File: src/rtl/stream_pkg.sv
// Shared stream definitions for the FIFO read serializer.
//   beat_order_e : order in which slices of a wide word leave the serializer
//   state_e      : serializer control state (IDLE = nothing held, SHIFT = word held)
//   cnt_width()  : width of a beat index for a given ratio, never below one bit
package stream_pkg;

    typedef enum logic {
        ORDER_LSB_FIRST = 1'b0,
        ORDER_MSB_FIRST = 1'b1
    } beat_order_e;

    typedef enum logic {
        ST_IDLE  = 1'b0,
        ST_SHIFT = 1'b1
    } state_e;

    function automatic int cnt_width(input int ratio);
        return (ratio > 1) ? $clog2(ratio) : 1;
    endfunction

endpackage

File: src/rtl/fifo_read_serializer.sv
// Reader end of a synchronous show-ahead FIFO. Pops IN_WIDTH-bit words and
// emits each one as IN_WIDTH/OUT_WIDTH beats on a valid/ready stream, with
// m_last_o marking the final beat of every word. Sustains one beat per cycle,
// including across word boundaries.
//
// Ports:
//   clk_i          in   clock, rising edge
//   rst_i          in   synchronous active-high reset
//   fifo_rd_en_o   out  pop strobe to the FIFO (combinational)
//   fifo_rd_data_i in   FIFO head word, valid whenever fifo_empty_i = 0
//   fifo_empty_i   in   FIFO empty flag
//   m_valid_o      out  beat valid (registered)
//   m_ready_i      in   consumer ready
//   m_data_o       out  current beat (registered source)
//   m_last_o       out  final beat of the current word
module fifo_read_serializer
    import stream_pkg::*;
#(
    parameter int IN_WIDTH  = 32,
    parameter int OUT_WIDTH = 8,
    parameter int MSB_FIRST = 0
) (
    input  logic                 clk_i,
    input  logic                 rst_i,
    output logic                 fifo_rd_en_o,
    input  logic [IN_WIDTH-1:0]  fifo_rd_data_i,
    input  logic                 fifo_empty_i,
    output logic                 m_valid_o,
    input  logic                 m_ready_i,
    output logic [OUT_WIDTH-1:0] m_data_o,
    output logic                 m_last_o
);

    localparam int RATIO = IN_WIDTH / OUT_WIDTH;
    localparam int CNT_W = cnt_width(RATIO);
    localparam beat_order_e ORDER = (MSB_FIRST != 0) ? ORDER_MSB_FIRST : ORDER_LSB_FIRST;
    localparam logic [CNT_W-1:0] CNT_LAST = CNT_W'(RATIO - 1);

    if ((IN_WIDTH % OUT_WIDTH) != 0 || RATIO < 1) begin : g_bad_ratio
        $error("fifo_read_serializer: IN_WIDTH must be a positive multiple of OUT_WIDTH");
    end

    state_e               state_q;
    logic [IN_WIDTH-1:0]  hold_q;
    logic [CNT_W-1:0]     cnt_q;
    logic [CNT_W-1:0]     sel;
    logic                 valid_q;
    logic                 last;
    logic                 accept;
    logic [OUT_WIDTH-1:0] slices [RATIO];

    assign valid_q = (state_q == ST_SHIFT);
    assign last    = (cnt_q == CNT_LAST);
    assign accept  = valid_q & m_ready_i;

    // Pop when nothing is held, or when the last beat of the held word leaves
    // this cycle; the second case is what removes the bubble between words.
    assign fifo_rd_en_o = ~rst_i & ~fifo_empty_i & (~valid_q | (accept & last));

    // Outputs come only from state, so the stream side has no input-to-output path.
    assign m_valid_o = valid_q;
    assign m_last_o  = valid_q & last;

    for (genvar i = 0; i < RATIO; i++) begin : g_slice
        assign slices[i] = hold_q[i*OUT_WIDTH +: OUT_WIDTH];
    end

    assign sel      = (ORDER == ORDER_MSB_FIRST) ? (CNT_LAST - cnt_q) : cnt_q;
    assign m_data_o = slices[sel];

    // hold_q is cleared too, so m_data_o reads zero right after reset.
    // A pop has priority: it covers both the IDLE load and the back-to-back
    // reload on the last accepted beat.
    always_ff @(posedge clk_i) begin
        if (rst_i) begin
            state_q <= ST_IDLE;
            cnt_q   <= '0;
            hold_q  <= '0;
        end else if (fifo_rd_en_o) begin
            state_q <= ST_SHIFT;
            cnt_q   <= '0;
            hold_q  <= fifo_rd_data_i;
        end else if (accept) begin
            if (last) begin
                state_q <= ST_IDLE;
                cnt_q   <= '0;
            end else begin
                cnt_q   <= cnt_q + CNT_W'(1);
            end
        end
    end

endmodule

File: config.mk
export PLATFORM = sky130hd
export DESIGN_NAME = fifo_read_serializer
export DESIGN_NICKNAME = d
export VERILOG_FILES = /design/src/rtl/stream_pkg.sv /design/src/rtl/fifo_read_serializer.sv
export SDC_FILE = /design/constraint.sdc
export NUM_CORES = 1
export LEC_CHECK = 0
export BUFFER_PORTS_ARGS = -buffer_cell sky130_fd_sc_hd__buf_2
export CAP_MARGIN = 25
export CORE_MARGIN = 1.5
export CORE_UTILIZATION = 37
export DETAILED_ROUTE_END_ITERATION = 12
export SLEW_MARGIN = 20
export SYNTH_ARGS = -nofsm -noshare
export SYNTH_HDL_FRONTEND = slang
export SYNTH_SLANG_ARGS = --single-unit
export TNS_END_PERCENT = 50
File: constraint.sdc
create_clock -name clk_i -period 2.5 [get_ports clk_i]
set_clock_uncertainty 0.15 [all_clocks]
set_input_delay 0.125 -clock clk_i [delete_from_list [all_inputs] [get_ports clk_i]]
set_output_delay 0.125 -clock clk_i [all_outputs]
set_load 0.05 [all_outputs]
==> flow_metrics.tcl, run 1 <==
set metrics [dict create \
    diodes 0 \
    ant_nets 0 \
    fin_total_pwr_w 0.00133 \
    grt_pass1_vias 1221 \
    cp-end-kind "output port" \
    maxCapViolations 0 \
    drtPass1Iterations 6 \
    status "completed" \
    wl_um 3480 \
    fin_cells 265 \
    drtIter0Drc 53 \
    cts_tree "built" \
    fillers 393 \
    hpwl_um 2280 \
    vdd_ir_drop_max_mv 0.255 \
    p_sw_w 0.000332 \
    cts_buffer_depth 2 \
    wl_met2_um 1660 \
    cts.sinks 35 \
    finalSetupViolations 0 \
    relSlewSlack_pct 61.1 \
    synthesis.area_um2 1740 \
    power_frac_seq_pct 46.1 \
    totalNegativeSetupSlack_ns 0 \
    power_frac_comb_pct 20.6 \
    met3_length_um 137 \
    grt_start_max_net_pins 36 \
    die_area_um2 5120 \
    leakage_nw 1.14 \
    final_hold_viol_count 0 \
    fp.dieH_um 71.6 \
    met1_length_um 1620 \
    io_pins 47 \
    fmax_ghz 0.427 \
    dp.cells 224 \
    hold_ws_ns 0.0289 \
    area_growth_pct 38.2 \
    cp.required_ns 2.23 \
    hp-class "primary input to flip-flop" \
    port_buffers 46 \
    fp-row-count 24 \
    grt_pass1_wl_um 5640 \
    clk_latency_ns 0.29 \
    timing.final.crit_share_pct 93.7 \
    cts_max_level 2 \
    synth_area_per_cell_um2 13.3 \
    top_layer "met4" \
    cts_buffers 5 \
    tightestPinTransition_ns 0.584 \
    period_minus_slack_ns 2.34 \
    clkPwrFrac_pct 33.3 \
    synth_warnings 0 \
    worstSetupStartpoint "cnt_q[0]" \
    wl_per_cell_um 13.1 \
    critPathMaxFanout 33 \
    via_per_inst 4.56 \
    antenna_found_initial 0 \
    drc 0 \
    gr-usage-all-layers_pct 14.5 \
    synthCells 131 \
    drive_gt1_share_pct 46.9 \
    swShare_pct 24.8 \
    cp.arrival_ns 2.07 \
    place.gp.congestion 0.712 \
    hp-start "m_ready_i" \
    initial_core_util_pct 39.1 \
    path_clk_slew_ns 0.07 \
    criticalPathCategory "flip-flop to output port" \
    r2r_start "cnt_q[0]" \
    fp.coreArea_um2 4440 \
    final_max_slew_viol_count 0 \
    ys_ff_latch 35 \
    grt.overflow.total 0 \
    startpoint_type "flip-flop" \
    yosysSeqAreaShare_pct 40.3 \
    rsz0062_at_grt "false" \
    ctsRootBufferMaster "clkbuf_8" \
    synth_fp_nets 168 \
    p_int_w 0.00100 \
    die_w_um 71.6 \
    yosysUniqueCellTypes 22 \
    nets 249 \
    power_density_nw_per_um2 555 \
    dr_total_vias 1208 \
]
-- worst paths after layout --
kind                                endpoint  slack (ns)  cells past startpoint
worst max-delay path            fifo_rd_en_o        0.16                      6
worst min-delay path                cnt_q[0]        0.03                      3
worst max register to register    hold_q[28]        0.49                      5
worst min register to register      cnt_q[0]        0.43                      1
-- synthesized netlist by cell type --
| cell | instances | share of area (%) |
|---|---|---|
| and2b_2 | 1 | 0.50 |
| and2_2 | 1 | 0.43 |
| nand2_1 | 2 | 0.43 |
| ha_1 | 1 | 0.72 |
| inv_1 | 1 | 0.22 |
| buf_2 | 2 | 0.58 |
| nor3_1 | 1 | 0.29 |
| a21boi_1 | 1 | 0.43 |
| nor2_1 | 2 | 0.43 |
| buf_6 | 1 | 0.65 |
| clkbuf_1 | 3 | 0.65 |
| mux2i_1 | 1 | 0.58 |
| mux2_2 | 3 | 1.9 |
| nand2b_1 | 1 | 0.36 |
| mux2_4 | 29 | 25 |
| or3_1 | 1 | 0.36 |
| buf_12 | 3 | 3.5 |
| dfxtp_1 | 35 | 40 |
| nor2b_1 | 32 | 12 |
| a21oi_1 | 1 | 0.29 |
| a311oi_1 | 1 | 0.50 |
| mux4_2 | 8 | 10 |
-- layout by cell type (no fill, tap or decap), types with 2 or more instances in the layout --
| cell | count |
|---|---|
| buf_2 | 46 |
| buf_4 | 4 |
| clkbuf_8 | 7 |
| dfxtp_1 | 35 |
| dlygate4sd3_1 | 33 |
| mux2_2 | 3 |
| mux2_4 | 29 |
| mux4_2 | 8 |
| nand2_1 | 2 |
| nor2_1 | 2 |
| nor2b_1 | 32 |
-- final cells by class --
| cell class | instances | area (µm²) | area share [%] |
|---|---|---|---|
| Multi-Input combinational cell | 86 | 943 | 39.3 |
| Sequential cell | 35 | 701 | 29.2 |
| Timing Repair Buffer | 83 | 591 | 24.6 |
| Clock buffer | 8 | 100 | 4.16 |
| Tap cell | 52 | 65.1 | 2.71 |
| Inverter | 1 | 3.75 | 0.156 |
-- registers in the layout, summed over array words and instances, names as in the netlist --
signal	count
hold_q	32
cnt_q	2
m_valid_o	1
-- layer usage --
metal  global-route usage (%)  up-vias
met5                        0        -
met4                     6.71        0
met3                     4.36        5
met2                     22.5       27
met1                     18.5      563
li1                         -      613
-- critical path: stages, from the launching register on --
cell and delay (ns):
dfxtp_1 0.35, ha_1 0.20, a21boi_1 0.09, or3_2 0.40, buf_4 0.32, inv_1 0.13
buf_2 0.27
-- power by group through the flow --
stage / clock [W] / combinational [W] / sequential, W
2_1_floorplan: 0 / 0.000184 / 0.000625
3_3_place_gp: 0 / 0.000231 / 0.000625
3_5_place_dp: 0 / 0.000236 / 0.000627
4_1_cts: 0.000460 / 0.000277 / 0.000615
5_1_grt: 0.000485 / 0.000291 / 0.000620
6_report: 0.000444 / 0.000275 / 0.000616
-- logic make-up (layout without fill, tap and decap cells) --
group / Yosys count / in the layout / synth area share (%)
multiplexers: 41 / 41 / 37.9
adder cells (fa/ha/maj): 1 / 1 / 0.719
AND/OR/NAND/NOR: 41 / 41 / 14.3
AO/OA/AOI/OAI: 3 / 3 / 1.22
flip-flops: 35 / 35 / 40.3
buffers and inverters: 10 / 92 / 5.54
-- through the flow --
stage / worst slack [ns] / util, % / instance area, µm²
6_report: 0.157 / 54.1 / 2400
5_1_grt: 0.0594 / 54.1 / 2400
4_1_cts: 0.155 / 54.1 / 2400
3_5_place_dp: 0.483 / 44.4 / 1970
3_3_place_gp: 0.566 / 44.4 / 1970
2_1_floorplan: 0.498 / - / 1740
-- timing repair --
| item | in CTS | in global routing |
|---|---|---|
| hold buffers | 33 | 0 |
| buffers inserted | 0 | 0 |
| endpoints found under the hold margin | 33 | 0 |
| resized for setup | 0 | 0 |
(Power assumes the default switching activity.)
==> inputs of run 2 (changes only) <==
--- a/config.mk
+++ b/config.mk
@@ -10,6 +10,8 @@
 export CORE_MARGIN = 1.5
 export CORE_UTILIZATION = 37
 export DETAILED_ROUTE_END_ITERATION = 12
+export MAX_ROUTING_LAYER = met4
+export RECOVER_POWER = 25
 export SLEW_MARGIN = 20
 export SYNTH_ARGS = -nofsm -noshare
 export SYNTH_HDL_FRONTEND = slang
==> run 2 against run 1 <==
Cell count did not move. Die area did not move. Sequential power barely moved. Critical path depth did not move. Combinational power barely moved. Via count fell by 0.25%. Hold slack improved by 0.00088 ns. Routed wire length rose by 0.34%. First-iteration DRC count fell by 28%. Global-route usage rose by 0.38 points. Design area fell by 0.26%. Sequential share of layout area rose by 0.076 points. Largest cell class unchanged. Highest routed layer unchanged.
==> flow_metrics.tcl, run 2 (synthesis results as in run 1) <==
set metrics [dict create \
    status "completed" \
    hp-class "primary input to flip-flop" \
    drive_gt1_share_pct 45.5 \
    cp.arrival_ns 2.09 \
    power_frac_seq_pct 46.2 \
    multiInputGateArea_um2 943 \
    vdd_ir_drop_max_mv 0.255 \
    cp.required_ns 2.23 \
    regMostFlops "hold_q" \
    dp.cells 224 \
    regToRegSetupSlack_ns 0.43 \
    finalInstanceArea_um2 2400 \
    layout.cells.most_common "buf_2" \
    finalSetupViolations 0 \
    power_density_nw_per_um2 555 \
    dpl_cell_area_um2 1970 \
    p_sw_w 0.000329 \
    register_area_um2 701 \
    layout_common_cells "buf_2 (38), dfxtp_1 (35), dlygate4sd3_1 (33)" \
    fp-row-count 24 \
    cts_buffer_depth 2 \
    swShare_pct 24.7 \
    relSlewSlack_pct 51.5 \
    critPathMaxFanout 33 \
    period_minus_slack_ns 2.37 \
    area_growth_pct 37.8 \
    die_area_um2 5120 \
    criticalPathCategory "flip-flop to output port" \
    dr_total_vias 1205 \
    clkPwrFrac_pct 33.2 \
    ctsRootBufferMaster "clkbuf_8" \
    final_max_slew_viol_count 0 \
    place.gp.congestion 0.720 \
    drc 0 \
    grt.overflow.total 0 \
    antenna_found_initial 0 \
    clk_latency_ns 0.29 \
    nets 249 \
    initial_core_util_pct 39.1 \
    cts_resized 0 \
    fp.dieH_um 71.6 \
    io_pins 47 \
    diodes 0 \
    largest_reg_flops 32 \
    grt_pass1_wl_um 5640 \
    cts_buffers 5 \
    cp-end-kind "output port" \
    gr-usage-all-layers_pct 14.8 \
    place_ws_ns 0.483 \
    fillers 397 \
    tightestPinTransition_ns 0.727 \
    postCtsSetupRepairBufs 0 \
    wl_per_cell_um 13.2 \
    fmax_ghz 0.423 \
    ant_nets 0 \
    startpoint_type "flip-flop" \
    rsz0062_at_grt "false" \
    drtPass1Iterations 6 \
    grt_pass1_vias 1217 \
    cts.sinks 35 \
    final_hold_viol_count 0 \
    power_frac_comb_pct 20.6 \
    hpwl_um 2280 \
    fin_cells 265 \
    cts_max_level 2 \
    port_buffers 46 \
    via_per_inst 4.55 \
    leakage_nw 1.13 \
    die_w_um 71.6 \
    fin_ws_ns 0.134 \
    totalNegativeSetupSlack_ns 0 \
    fp.coreArea_um2 4440 \
    cts_tree "built" \
    p_int_w 0.00100 \
    wl_um 3490 \
    grt_start_max_net_pins 36 \
    fin_util_pct 53.9 \
    path_clk_slew_ns 0.07 \
    maxCapViolations 0 \
    timing.final.crit_share_pct 94.6 \
    drtIter0Drc 38 \
]
run 2: changes by cell type in the layout (fill, tap and decap cells not counted):
cell	delta
a21boi_1	-1
buf_4	-1
clkbuf_2	+6
buf_2	-8
clkbuf_1	+3
a21boi_0	+1
run 2: power groups by stage:
stage,registers (W),logic [W],clock network [W]
after floorplan,0.000625,0.000184,0
after global placement,0.000625,0.000231,0
after detailed placement,0.000627,0.000236,0
after CTS,0.000615,0.000277,0.000460
after global routing,0.000620,0.000290,0.000483
final,0.000616,0.000274,0.000441
run 2: stage by stage:
step                      total power, W  hold WS, ns
after floorplan                 0.000810        0.118
final                            0.00133       0.0298
after global routing             0.00139       0.0243
after detailed placement        0.000863        0.204
after global placement          0.000856        0.203
after CTS                        0.00135       0.0138
run 2: what timing repair did:
action / 4_1_cts / 5_1_grt
hold buffers: 33 / 0
endpoints found under the setup margin: 0 / 0
hold endpoints to repair: 33 / 0
run 2: critical path, cell delays in order, from the launching register on:
cell	delay [ns]
dfxtp_1	0.35
ha_1	0.20
a21boi_0	0.12
or3_2	0.41
buf_4	0.32
inv_1	0.13
buf_2	0.27
run 2: path summary, 6_finish.rpt:
kind	startpoint	endpoint	cells after the start
worst min register to register	m_valid_o	cnt_q[0]	1
worst max register to register	cnt_q[0]	hold_q[6]	5
worst min-delay path	m_ready_i	cnt_q[0]	3
worst max-delay path	cnt_q[0]	fifo_rd_en_o	6
run 2: layout make-up:
type                    count  area share (%)
inverters                   1           0.157
flip-flops and latches     35            29.2
clock buffers               8            4.18
repair buffers             83            24.4
well taps                  52            2.71
multi-input cells          86            39.4
run 2: per-layer routing:
metal / vias to the layer above / share of wire (%) / track usage (%)
met4: 0 / 1.8 / 6.71
met2: 27 / 47 / 22.8
met5: - / 0 / -
met1: 561 / 47 / 18.1
li1: 612 / - / -
met3: 5 / 3.7 / 4.22
